### src/rtl/led_blink_pkg.sv
// Shared types and helpers for the LED blink driver.
// State encoding is fixed so that external debug taps can decode it.
package led_blink_pkg;

    typedef enum logic [1:0] {
        StIdle = 2'd0,
        StOn   = 2'd1,
        StOff  = 2'd2
    } state_e;

    // Phase timer width: enough bits to hold the longer of the two phase lengths.
    function automatic int unsigned timer_width(input int unsigned on_clks,
                                                input int unsigned off_clks);
        int unsigned longest;
        longest = (on_clks > off_clks) ? on_clks : off_clks;
        return (longest < 2) ? 1 : $clog2(longest + 1);
    endfunction

endpackage

### src/rtl/led_blink_driver_blink_timer.sv
// blink_timer: loadable down-counter shared by the ON and OFF phases.
// expire_o flags the last cycle of a phase (count is zero); expire_next_o is
// the same flag for the value the counter will hold after the coming edge,
// which lets the parent register outputs one cycle ahead.
module blink_timer #(
    parameter int unsigned Width = 1
) (
    input  logic             clk_i,
    input  logic             rst_ni,
    input  logic             load_i,
    input  logic [Width-1:0] value_i,
    output logic             expire_o,
    output logic             expire_next_o
);

    logic [Width-1:0] cnt_q, cnt_d;

    // Load on phase entry, otherwise count down and rest at zero.
    always_comb begin
        cnt_d = cnt_q;
        if (load_i) begin
            cnt_d = value_i;
        end else if (cnt_q != '0) begin
            cnt_d = cnt_q - Width'(1);
        end
    end

    // Counter register with synchronous active-low reset.
    always_ff @(posedge clk_i) begin
        if (!rst_ni) begin
            cnt_q <= '0;
        end else begin
            cnt_q <= cnt_d;
        end
    end

    assign expire_o      = (cnt_q == '0);
    assign expire_next_o = (cnt_d == '0);

endmodule

### src/rtl/led_blink_driver.sv
// led_blink_driver: turns one accepted request into N LED blinks of fixed
// on/off length and pulses o_Done for one cycle when the sequence ends.
// All outputs are registered; o_Done coincides with the final OFF cycle.
// Optional build macro LED_BLINK_QUEUE_EN adds a one-deep pending request
// slot so a new sequence can be queued while one is running.
module led_blink_driver
    import led_blink_pkg::*;
#(
    parameter int unsigned CLKS_PER_ON  = 2500000,
    parameter int unsigned CLKS_PER_OFF = 2500000,
    parameter int unsigned COUNT_W      = 4
) (
    input  logic               i_Clk,
    input  logic               i_Rst_L,
    input  logic               i_Req_Valid,
    input  logic [COUNT_W-1:0] i_Blink_Count,
    output logic               o_Req_Ready,
    output logic               o_LED,
    output logic               o_Busy,
    output logic               o_Done
);

    localparam int unsigned TimerW = timer_width(CLKS_PER_ON, CLKS_PER_OFF);
    // Timer counts down to zero inclusive, so a phase of N cycles loads N-1.
    localparam logic [TimerW-1:0] OnLoad  = TimerW'(CLKS_PER_ON - 1);
    localparam logic [TimerW-1:0] OffLoad = TimerW'(CLKS_PER_OFF - 1);

    state_e             state_q, state_d;
    logic [COUNT_W-1:0] rem_q, rem_d;
    logic               led_q, led_d;
    logic               busy_q, busy_d;
    logic               ready_q, ready_d;
    logic               done_q, done_d;

    logic               accept;
    logic               start_en;
    logic [COUNT_W-1:0] start_count;
    logic               done_now;

    logic               tmr_load;
    logic [TimerW-1:0]  tmr_value;
    logic               tmr_expire;
    logic               tmr_expire_next;

`ifdef LED_BLINK_QUEUE_EN
    logic               pend_valid_q, pend_valid_d;
    logic [COUNT_W-1:0] pend_count_q, pend_count_d;
`endif

    assign accept = i_Req_Valid && ready_q;

    blink_timer #(
        .Width (TimerW)
    ) u_timer (
        .clk_i         (i_Clk),
        .rst_ni        (i_Rst_L),
        .load_i        (tmr_load),
        .value_i       (tmr_value),
        .expire_o      (tmr_expire),
        .expire_next_o (tmr_expire_next)
    );

    // Next-state, remaining-count and timer control.
    always_comb begin
        state_d     = state_q;
        rem_d       = rem_q;
        tmr_load    = 1'b0;
        tmr_value   = '0;
        start_en    = 1'b0;
        start_count = '0;
        done_now    = 1'b0;
`ifdef LED_BLINK_QUEUE_EN
        pend_valid_d = pend_valid_q;
        pend_count_d = pend_count_q;
        // While busy, ready implies an empty slot, so any accept lands here
        // unless the final-expiry branch below consumes it directly.
        if (accept && (state_q != StIdle)) begin
            pend_valid_d = 1'b1;
            pend_count_d = i_Blink_Count;
        end
`endif

        case (state_q)
            StIdle: begin
                if (accept) begin
                    start_en    = 1'b1;
                    start_count = i_Blink_Count;
                end
            end
            StOn: begin
                if (tmr_expire) begin
                    state_d   = StOff;
                    rem_d     = rem_q - COUNT_W'(1);
                    tmr_load  = 1'b1;
                    tmr_value = OffLoad;
                end
            end
            StOff: begin
                if (tmr_expire) begin
                    if (rem_q != '0) begin
                        state_d   = StOn;
                        tmr_load  = 1'b1;
                        tmr_value = OnLoad;
                    end else begin
                        state_d = StIdle;
`ifdef LED_BLINK_QUEUE_EN
                        // Chain straight into the queued request, or into one
                        // arriving on this very edge, without an idle cycle.
                        if (pend_valid_q) begin
                            start_en     = 1'b1;
                            start_count  = pend_count_q;
                            pend_valid_d = 1'b0;
                        end else if (accept) begin
                            start_en     = 1'b1;
                            start_count  = i_Blink_Count;
                            pend_valid_d = 1'b0;
                        end
`endif
                    end
                end
            end
            default: begin
                state_d = StIdle;
            end
        endcase

        // A zero-count request finishes immediately with only a done pulse.
        if (start_en) begin
            if (start_count != '0) begin
                state_d   = StOn;
                rem_d     = start_count;
                tmr_load  = 1'b1;
                tmr_value = OnLoad;
            end else begin
                state_d  = StIdle;
                done_now = 1'b1;
            end
        end
    end

    // Registered output values derived from the upcoming state.
    always_comb begin
        led_d  = (state_d == StOn);
        busy_d = (state_d != StIdle);
        // Done rides on the last OFF cycle of a sequence whose count is spent.
        done_d = done_now ||
                 ((state_d == StOff) && tmr_expire_next && (rem_d == '0));
`ifdef LED_BLINK_QUEUE_EN
        ready_d = (state_d == StIdle) || !pend_valid_d;
`else
        ready_d = (state_d == StIdle);
`endif
    end

    // State and output registers; reset drops any in-flight sequence silently.
    always_ff @(posedge i_Clk) begin
        if (!i_Rst_L) begin
            state_q <= StIdle;
            rem_q   <= '0;
            led_q   <= 1'b0;
            busy_q  <= 1'b0;
            ready_q <= 1'b1;
            done_q  <= 1'b0;
        end else begin
            state_q <= state_d;
            rem_q   <= rem_d;
            led_q   <= led_d;
            busy_q  <= busy_d;
            ready_q <= ready_d;
            done_q  <= done_d;
        end
    end

`ifdef LED_BLINK_QUEUE_EN
    // Pending request slot.
    always_ff @(posedge i_Clk) begin
        if (!i_Rst_L) begin
            pend_valid_q <= 1'b0;
            pend_count_q <= '0;
        end else begin
            pend_valid_q <= pend_valid_d;
            pend_count_q <= pend_count_d;
        end
    end
`endif

    assign o_Req_Ready = ready_q;
    assign o_LED       = led_q;
    assign o_Busy      = busy_q;
    assign o_Done      = done_q;

endmodule

### config.mk
export PLATFORM = sky130hd
export DESIGN_NAME = led_blink_driver
export DESIGN_NICKNAME = d
export VERILOG_FILES = /design/src/rtl/led_blink_pkg.sv /design/src/rtl/led_blink_driver_blink_timer.sv /design/src/rtl/led_blink_driver.sv
export SDC_FILE = /design/constraint.sdc
export NUM_CORES = 1
export LEC_CHECK = 0
export CAP_MARGIN = 30
export CORE_MARGIN = 2
export CORE_UTILIZATION = 58
export DETAILED_ROUTE_END_ITERATION = 12
export PLACE_DENSITY_LB_ADDON = 0.12
export RECOVER_POWER = 100
export SLEW_MARGIN = 20
export SYNTH_ARGS = -nofsm -noshare
export SYNTH_HDL_FRONTEND = slang
export SYNTH_SLANG_ARGS = --single-unit
### constraint.sdc
create_clock -name i_Clk -period 3 [get_ports i_Clk]
set_input_delay 0.6 -clock i_Clk [delete_from_list [all_inputs] [get_ports i_Clk]]
set_output_delay 0.6 -clock i_Clk [all_outputs]
set_load 0.01 [all_outputs]
## Word-level counts from Yosys, hierarchy flattened

Cells that the tools add are included.

- Register bits after elaboration: 32
- Input bits: 7
- Word-level logic and storage cells: 56

- Add/subtract/negate cells: 2
- Equal/unequal tests: 4
- Muxes and demuxes: 30
- Reductions and logical operators: 13

Operators by type and width:

| operator | number |
|---|---|
| $mux W22 | 7 |
| $logic_not A22 Y1 | 2 |
| $pmux W22 S2 | 1 |
| $mux W4 | 6 |
| $reduce_bool A22 Y1 | 1 |
| $sub A22 B1 Y22 const B | 1 |
| $mux W1 | 11 |
| $reduce_bool A4 Y1 | 2 |
| $mux W2 | 3 |
| $pmux W2 S3 | 1 |
| $eq A2 B1 Y1 const B | 2 |
| $eq A2 B2 Y1 const B | 2 |
| $logic_not A2 Y1 | 2 |
| $logic_not A4 Y1 | 1 |
| $sub A4 B1 Y4 const B | 1 |
| $logic_and A1 B1 Y1 | 3 |
| $pmux W1 S2 | 1 |
| $reduce_bool A2 Y1 | 1 |
| $logic_or A1 B1 Y1 | 1 |

## Longest topological paths before layout

Gate-level depths: netlist (run 1).

- Depth in word-level cells: 11
- Gate-level depth with buffers: 11
- Depth with buffers taken out: 10

## Modules after synthesis

From an unflattened synthesis (run 1), not the netlist that was laid out.

- Cell total of the unflattened synthesis: 241
- Area total of the unflattened synthesis: 2,073.2 µm²

By module, submodules not included:

| module | times used | cells an instance | area an instance (µm²) |
|---|---|---|---|
| blink_timer | 1 | 174 | 1,438.9 |
| led_blink_driver | 1 | 67 | 634.4 |

## Worst setup path after synthesis (run 1)

Ideal clock, no wire load.

- Path type: register to register
- Start point: register u_timer.cnt_q[8]
- End point: register done_q, in the netlist o_Done
- Data arrival time: 2,252 ps
- Data required time: 2,927 ps
- Path slack: 675 ps
- Cell stages (with the launch flop): 10
- Buffers on the path: 1
- Period minus slack after synthesis: 2,325 ps
- Cells stage by stage: dfxtp_1 clkbuf_1 or4_1 or3_1 a211oi_1 xnor2_1 nand3_1 nor4_1 nand4_1 o22ai_2

- Cells in the longest elaborated chain, start to end: 10

Ends and longest elaborated chain:

| element | RTL line | text |
|---|---|---|
| start, declared | led_blink_driver_blink_timer.sv:16 | `logic [Width-1:0] cnt_q, cnt_d;` |
| start signal, assigned | led_blink_driver_blink_timer.sv:33 | `cnt_q <= cnt_d;` |
| parallel branches: the longest is 8 deep, another holds $sub A22 B1 Y22 | - |  |
| $logic_and A1 B1 Y1 * | led_blink_driver.sv:147 | `((state_d == StOff) && tmr_expire_next && (rem_d == '0));` |
| $logic_or A1 B1 Y1 * | led_blink_driver.sv:146 | `done_d = done_now \|\|` |
| end signal, assigned | led_blink_driver.sv:170 | `done_q <= done_d;` |
| end, declared | led_blink_driver.sv:33 | `logic done_q, done_d;` |

Mark *: on every way between the ends.
A chain may end at the register's enable or synchronous reset.

## Worst setup path in the final report (run 1)

- Start point: register u_timer.cnt_q[0]
- End point: register done_q, in the netlist o_Done

Same word-level chain as after synthesis.

==> results of run 1 <==
-- area by class of cell --
cell class | instances | share of cell area
inverter | 11 | 0.0204
clock inverter | 1 | 0.0148
timing repair buffer | 13 | 0.0587
sequential | 32 | 0.316
multi-input combinational | 166 | 0.537
clock buffer | 7 | 0.0321
tap | 33 | 0.0204
-- cell families (layout without fill, tap and decap cells) --
group,count (synthesis),after routing,share of synthesized area
and+or+nand+nor,94,94,0.303
AOI/OAI and AO/OA,46,46,0.167
DFF,32,32,0.357
xor gates and xnor gates,19,19,0.0927
buffers and inverters,16,32,0.0335
adders and majority gates,6,6,0.0418
muxes,1,1,0.00558
-- worst max path at each step --
stage,from,end,cells past startpoint
detailed placement,u_timer.cnt_q[0],o_Done,10
global placement,i_Blink_Count[0],o_Done,8
finish,u_timer.cnt_q[0],o_Done,10
global route,u_timer.cnt_q[0],o_Done,10
floorplan,u_timer.cnt_q[8],o_Done,9
CTS,u_timer.cnt_q[0],o_Done,10
-- flip-flops by register name (all words and copies together) (netlist names) --
name / flops
o_Req_Ready: 1
state_q: 2
o_LED: 1
u_timer.cnt_q: 22
o_Busy: 1
rem_q: 4
o_Done: 1
-- report_power, final --
part	switching [µW]	leakage, µW	internal (µW)
sequential	61.7	0.000263	478
clock	147	0.0000515	221
combinational	276	0.000438	189
total	485	0.000753	888
-- critical path, cell delays in order, from the launching register on --
cell and delay, ns:
dfxtp_1 0.34, inv_1 0.12, ha_1 0.22, nor4b_2 0.43
nand4_2 0.39, o21ai_0 0.38, xor2_1 0.24, nand2_1 0.10
nor4b_2 0.32, nand4b_1 0.15, o22ai_2 0.10
-- stage by stage --
stage               hold WS, ns  worst slack [ns]
floorplan                 0.526             0.675
global placement          0.552             0.444
detailed placement        0.567             0.354
CTS                       0.581             0.327
global route              0.618            0.0270
finish                    0.581             0.131
-- Yosys cell counts (all sizes together) (4+ instances only) --
cell type / number
dfxtp: 32
nor2: 21
nand2: 18
a21oi: 15
xnor2: 15
o21ai: 14
nor3: 12
nor4: 12
inv: 11
ha: 6
clkbuf: 5
nand3: 5
or3: 5
a211oi: 4
nand4: 4
xor2: 4
-- placed cells by master, fill, tap and decap left out, drive strengths merged, types with 3 or more instances in the layout --
master / instances
nor2: 21
dfxtp: 32
a21oi: 15
xnor2: 15
nand2: 18
nor4: 12
inv: 10
dlygate4sd3: 4
or3: 5
nor3: 12
ha: 6
nand4: 4
a211oi: 4
xor2: 4
clkbuf: 8
nand3: 5
and3: 3
o21ai: 14
clkdlybuf4s50: 6
-- per-layer routing --
metal	vias to the layer above	global-route usage
li1	811	-
met1	773	0.385
met2	76	0.435
met3	12	0.0742
met4	0	0.0762
met5	-	0
==> results.cfg, run 1 <==
[worst_setup_path]
cp_max_fo = 9
reg2reg_setup_slack_ns = 0.13
r2r-start = u_timer.cnt_q[0]
worstPathRequired_ns = 3.28
r2r_cells = 10
crit_arrival_ns = 3.15
path_class = register to register
startpoint_type = register
end_kind = register
regToRegEndpoint = o_Done

[yosys]
syn_area_mm2 = 0.00180
yosys.area.top_type = dfxtp_1
postSynthAreaPerCell_um2 = 8.39
synth_edf_count = 0
syn-num-nets = 227
yosysWarnings = 0
ys_seq_area_frac = 0.357
ys_types = 46
async_reset_ff_frac = 0
yosys_register_bits = 32
syn_inst = 214
synth_top_area_share = 0.357
synthTopCellsByArea = dfxtp_1 36%, xnor2_1 7.3%, ha_1 4.2%, nor2_1 4.2%, a21oi_1 3.9%
synthFlopType = dfxtp_1

[sta]
drv_slew = 0
setup_tns_ns = 0
maxSlewHeadroom = 0.433
hold_violations = 0
rsz0062_at_grt = no
setup_violations = 0
min_period_ns = 2.87
period_share = 0.956
worst_pin_slew_ns = 0.843
fin_skew_ns = 0.00931
max_freq_mhz = 349

[outcome]
outcome = finished, final reports clean

[global_route]
grt_pass1_wl_um = 7530
grt_pass1_vias = 1585
grt_max_degree = 16
overflow = 0
antenna_found_initial = 0
track_usage = 0.281

[routing]
topRoutingLayerUsed = met4
drt_iter0_markers = 125
wl_met2_um = 2030
wl_met1_um = 2010
drtAntennaViolNets = 0
avgViaCountPerCell = 6.36
drc = 0
wire_per_inst_um = 17.0
firstDrtPassIters = 5
wl_um = 4470
wl_met3_um = 349
num_vias = 1672

[clock_tree]
root_buffer = clkbuf_4
hold_buffers = 0
clkLatencyLatePin_ns = 0.35
cts_max_level = 2
cts_buffer_depth = 2
cts_inserted_buffers = 5
postCtsSetupRepairBufs = 0
cts_tree = done
ctsResizeCount = 0
clock_sinks = 32
cts.reportedPaths.clkPinSlew_ns = 0.10

[floorplanning]
coreArea_mm2 = 0.00300
initial_core_util = 0.598
dieArea_mm2 = 0.00356
die_h_um = 59.6
num_io_pins = 11
fp.dieW_um = 59.6
rows = 20

[job]
maxCapViolCount = 0

[worst_hold_path]
worst_hold_path_type = register to register
holdPathStages = 2
hp-start = u_timer.cnt_q[15]
hold_path_end = u_timer.cnt_q[15]

[power_and_ir_drop]
ir_worst_vdd_mv = 0.395
power_density_mw_per_mm2 = 679
p_total_uw = 1370
leakagePower_uw = 0.000753

[placement]
dp_hpwl_um = 3390
port_buffers = 10
placed_area_mm2 = 0.00194
globalplace.congestion = 0.912
dp.cells = 255

[layout]
utilization = 0.674
multi_input_area_mm2 = 0.00109
drive_gt1_frac = 0.100
fin_cells = 263
n_fill_cell = 261
area_delta_synth_final_pct = 12.8
seq_area_um2 = 641
final_net_count = 242
final_area_mm2 = 0.00202
diodes = 0
No activity file was read; power rests on OpenSTA's default activity.
==> inputs of run 2 (changes only) <==
Settings changed: CAP_MARGIN 30 to 10.
==> results of run 2 <==
The final DEF is identical to that of run 1; final timing and power are the same.
==> inputs of run 3 (changes only) <==
Settings changed: RECOVER_POWER 100 to 25.
==> run 3 against run 2 <==
  * Clock skew decreased by 0.00074 ns
  * Global-route usage unchanged
  * Die area unchanged
  * Wire length increased by 0.43%
  * Cell area increased by 0.37%
  * Critical endpoint unchanged
==> results.cfg, run 3 (synthesis results as in run 1) <==
[worst_setup_path]
worstPathRequired_ns = 3.28
path_class = register to register
r2r_cells = 10
r2r-start = u_timer.cnt_q[0]
cp_max_fo = 9
regToRegEndpoint = o_Done
startpoint_type = register
end_kind = register
crit_arrival_ns = 3.06
reg2reg_setup_slack_ns = 0.21

[power_and_ir_drop]
ir_worst_vdd_mv = 0.394
leakagePower_uw = 0.000759
power_density_mw_per_mm2 = 679

[floorplanning]
num_io_pins = 11
fp.dieW_um = 59.6
rows = 20
dieArea_mm2 = 0.00356
die_h_um = 59.6
coreArea_mm2 = 0.00300
initial_core_util = 0.598

[routing]
drtAntennaViolNets = 0
wl_um = 4490
num_vias = 1674
firstDrtPassIters = 5
drt_iter0_markers = 109
wire_per_inst_um = 17.1
drc = 0
avgViaCountPerCell = 6.37

[clock_tree]
cts_buffer_depth = 2
ctsResizeCount = 0
clock_sinks = 32
cts.reportedPaths.clkPinSlew_ns = 0.10
postCtsSetupRepairBufs = 0
clkLatencyLatePin_ns = 0.34
root_buffer = clkbuf_4
cts_tree = done
cts_inserted_buffers = 5
cts_max_level = 2
hold_buffers = 0

[sta]
setup_tns_ns = 0
min_period_ns = 2.79
maxSlewHeadroom = 0.425
drv_slew = 0
rsz0062_at_grt = no
period_share = 0.929
hold_violations = 0
setup_violations = 0
max_freq_mhz = 359
fin_skew_ns = 0.00856
worst_pin_slew_ns = 0.855

[layout]
area_delta_synth_final_pct = 13.2
reg_top3 = u_timer.cnt_q x22, rem_q x4, state_q x2
diodes = 0
final_cell_mix = 32 x dfxtp_1, 20 x nor2_1, 18 x nand2_1
utilization = 0.677
final_net_count = 242
drive_gt1_frac = 0.113
n_fill_cell = 261
layout_commonest_cell = dfxtp_1
largest_register_ffs = 22
top_register = u_timer.cnt_q

[placement]
port_buffers = 10
dp_hpwl_um = 3390
globalplace.congestion = 0.912

[worst_hold_path]
holdPathStages = 2
hp-start = u_timer.cnt_q[15]
worst_hold_path_type = register to register
hold_path_end = u_timer.cnt_q[15]

[global_route]
antenna_found_initial = 0
overflow = 0
grt_max_degree = 16
grt_pass1_vias = 1585
track_usage = 0.281
grt_pass1_wl_um = 7530

[outcome]
outcome = finished, final reports clean

[job]
maxCapViolCount = 0
## run 3: cell types whose count changed in the layout (fill, tap and decap cells not counted), sizes merged
cell and delta:
buf +1, clkbuf -1, clkinv -1, inv +1
## run 3: per-stage QoR
stage          worst slack, ns  cells  cell area (µm²)  hold slack [ns]  total power [µW]
2_1_floorplan            0.675    214             1800            0.526               875
3_3_place_gp             0.444    255             1940            0.552               993
3_5_place_dp             0.354    255             1940            0.567              1010
4_1_cts                  0.327    263             2040            0.581              1370
5_1_grt                 0.0378    263             2030            0.618              1450
6_report                 0.214    263             2030            0.581              1380
## run 3: worst max-delay path, cell delays in order, from the launching register on
cell	delay, ns
dfxtp_1	0.34
inv_1	0.12
ha_1	0.20
nor4b_2	0.40
nand4_2	0.38
o21ai_0	0.38
xor2_1	0.24
nand2_1	0.10
nor4b_2	0.29
nand4b_1	0.15
o22ai_2	0.10
## run 3: cell type report
| class | count | area (µm²) | share of cell area |
|---|---|---|---|
| Multi-Input combinational cell | 166 | 1090 | 0.537 |
| Clock inverter | 1 | 30.0 | 0.0148 |
| Timing Repair Buffer | 13 | 123 | 0.0603 |
| Inverter | 11 | 41.3 | 0.0203 |
| Tap cell | 33 | 41.3 | 0.0203 |
| Sequential cell | 32 | 641 | 0.315 |
| Clock buffer | 7 | 65.1 | 0.0320 |
## run 3: per-layer routing
metal,GRT usage,part of all wire
met1,0.385,0.45
met2,0.435,0.46
met3,0.0742,0.075
met4,0.0762,0.013
met5,0,0
## run 3: power breakdown
part / internal, µW / switching, µW / total (µW)
clock: 221 / 146 / 367
combinational: 192 / 281 / 473
sequential: 478 / 61.0 / 539
total: 891 / 488 / 1380
## run 3: worst max path at each step
stage,startpoint,end,slack (ns),depth (start not counted)
6_report,u_timer.cnt_q[0],o_Done,0.21,10
5_1_grt,u_timer.cnt_q[0],o_Done,0.04,10
4_1_cts,u_timer.cnt_q[0],o_Done,0.33,10
3_5_place_dp,u_timer.cnt_q[0],o_Done,0.35,10
3_3_place_gp,i_Blink_Count[0],o_Done,0.44,8
2_1_floorplan,u_timer.cnt_q[8],o_Done,0.67,9
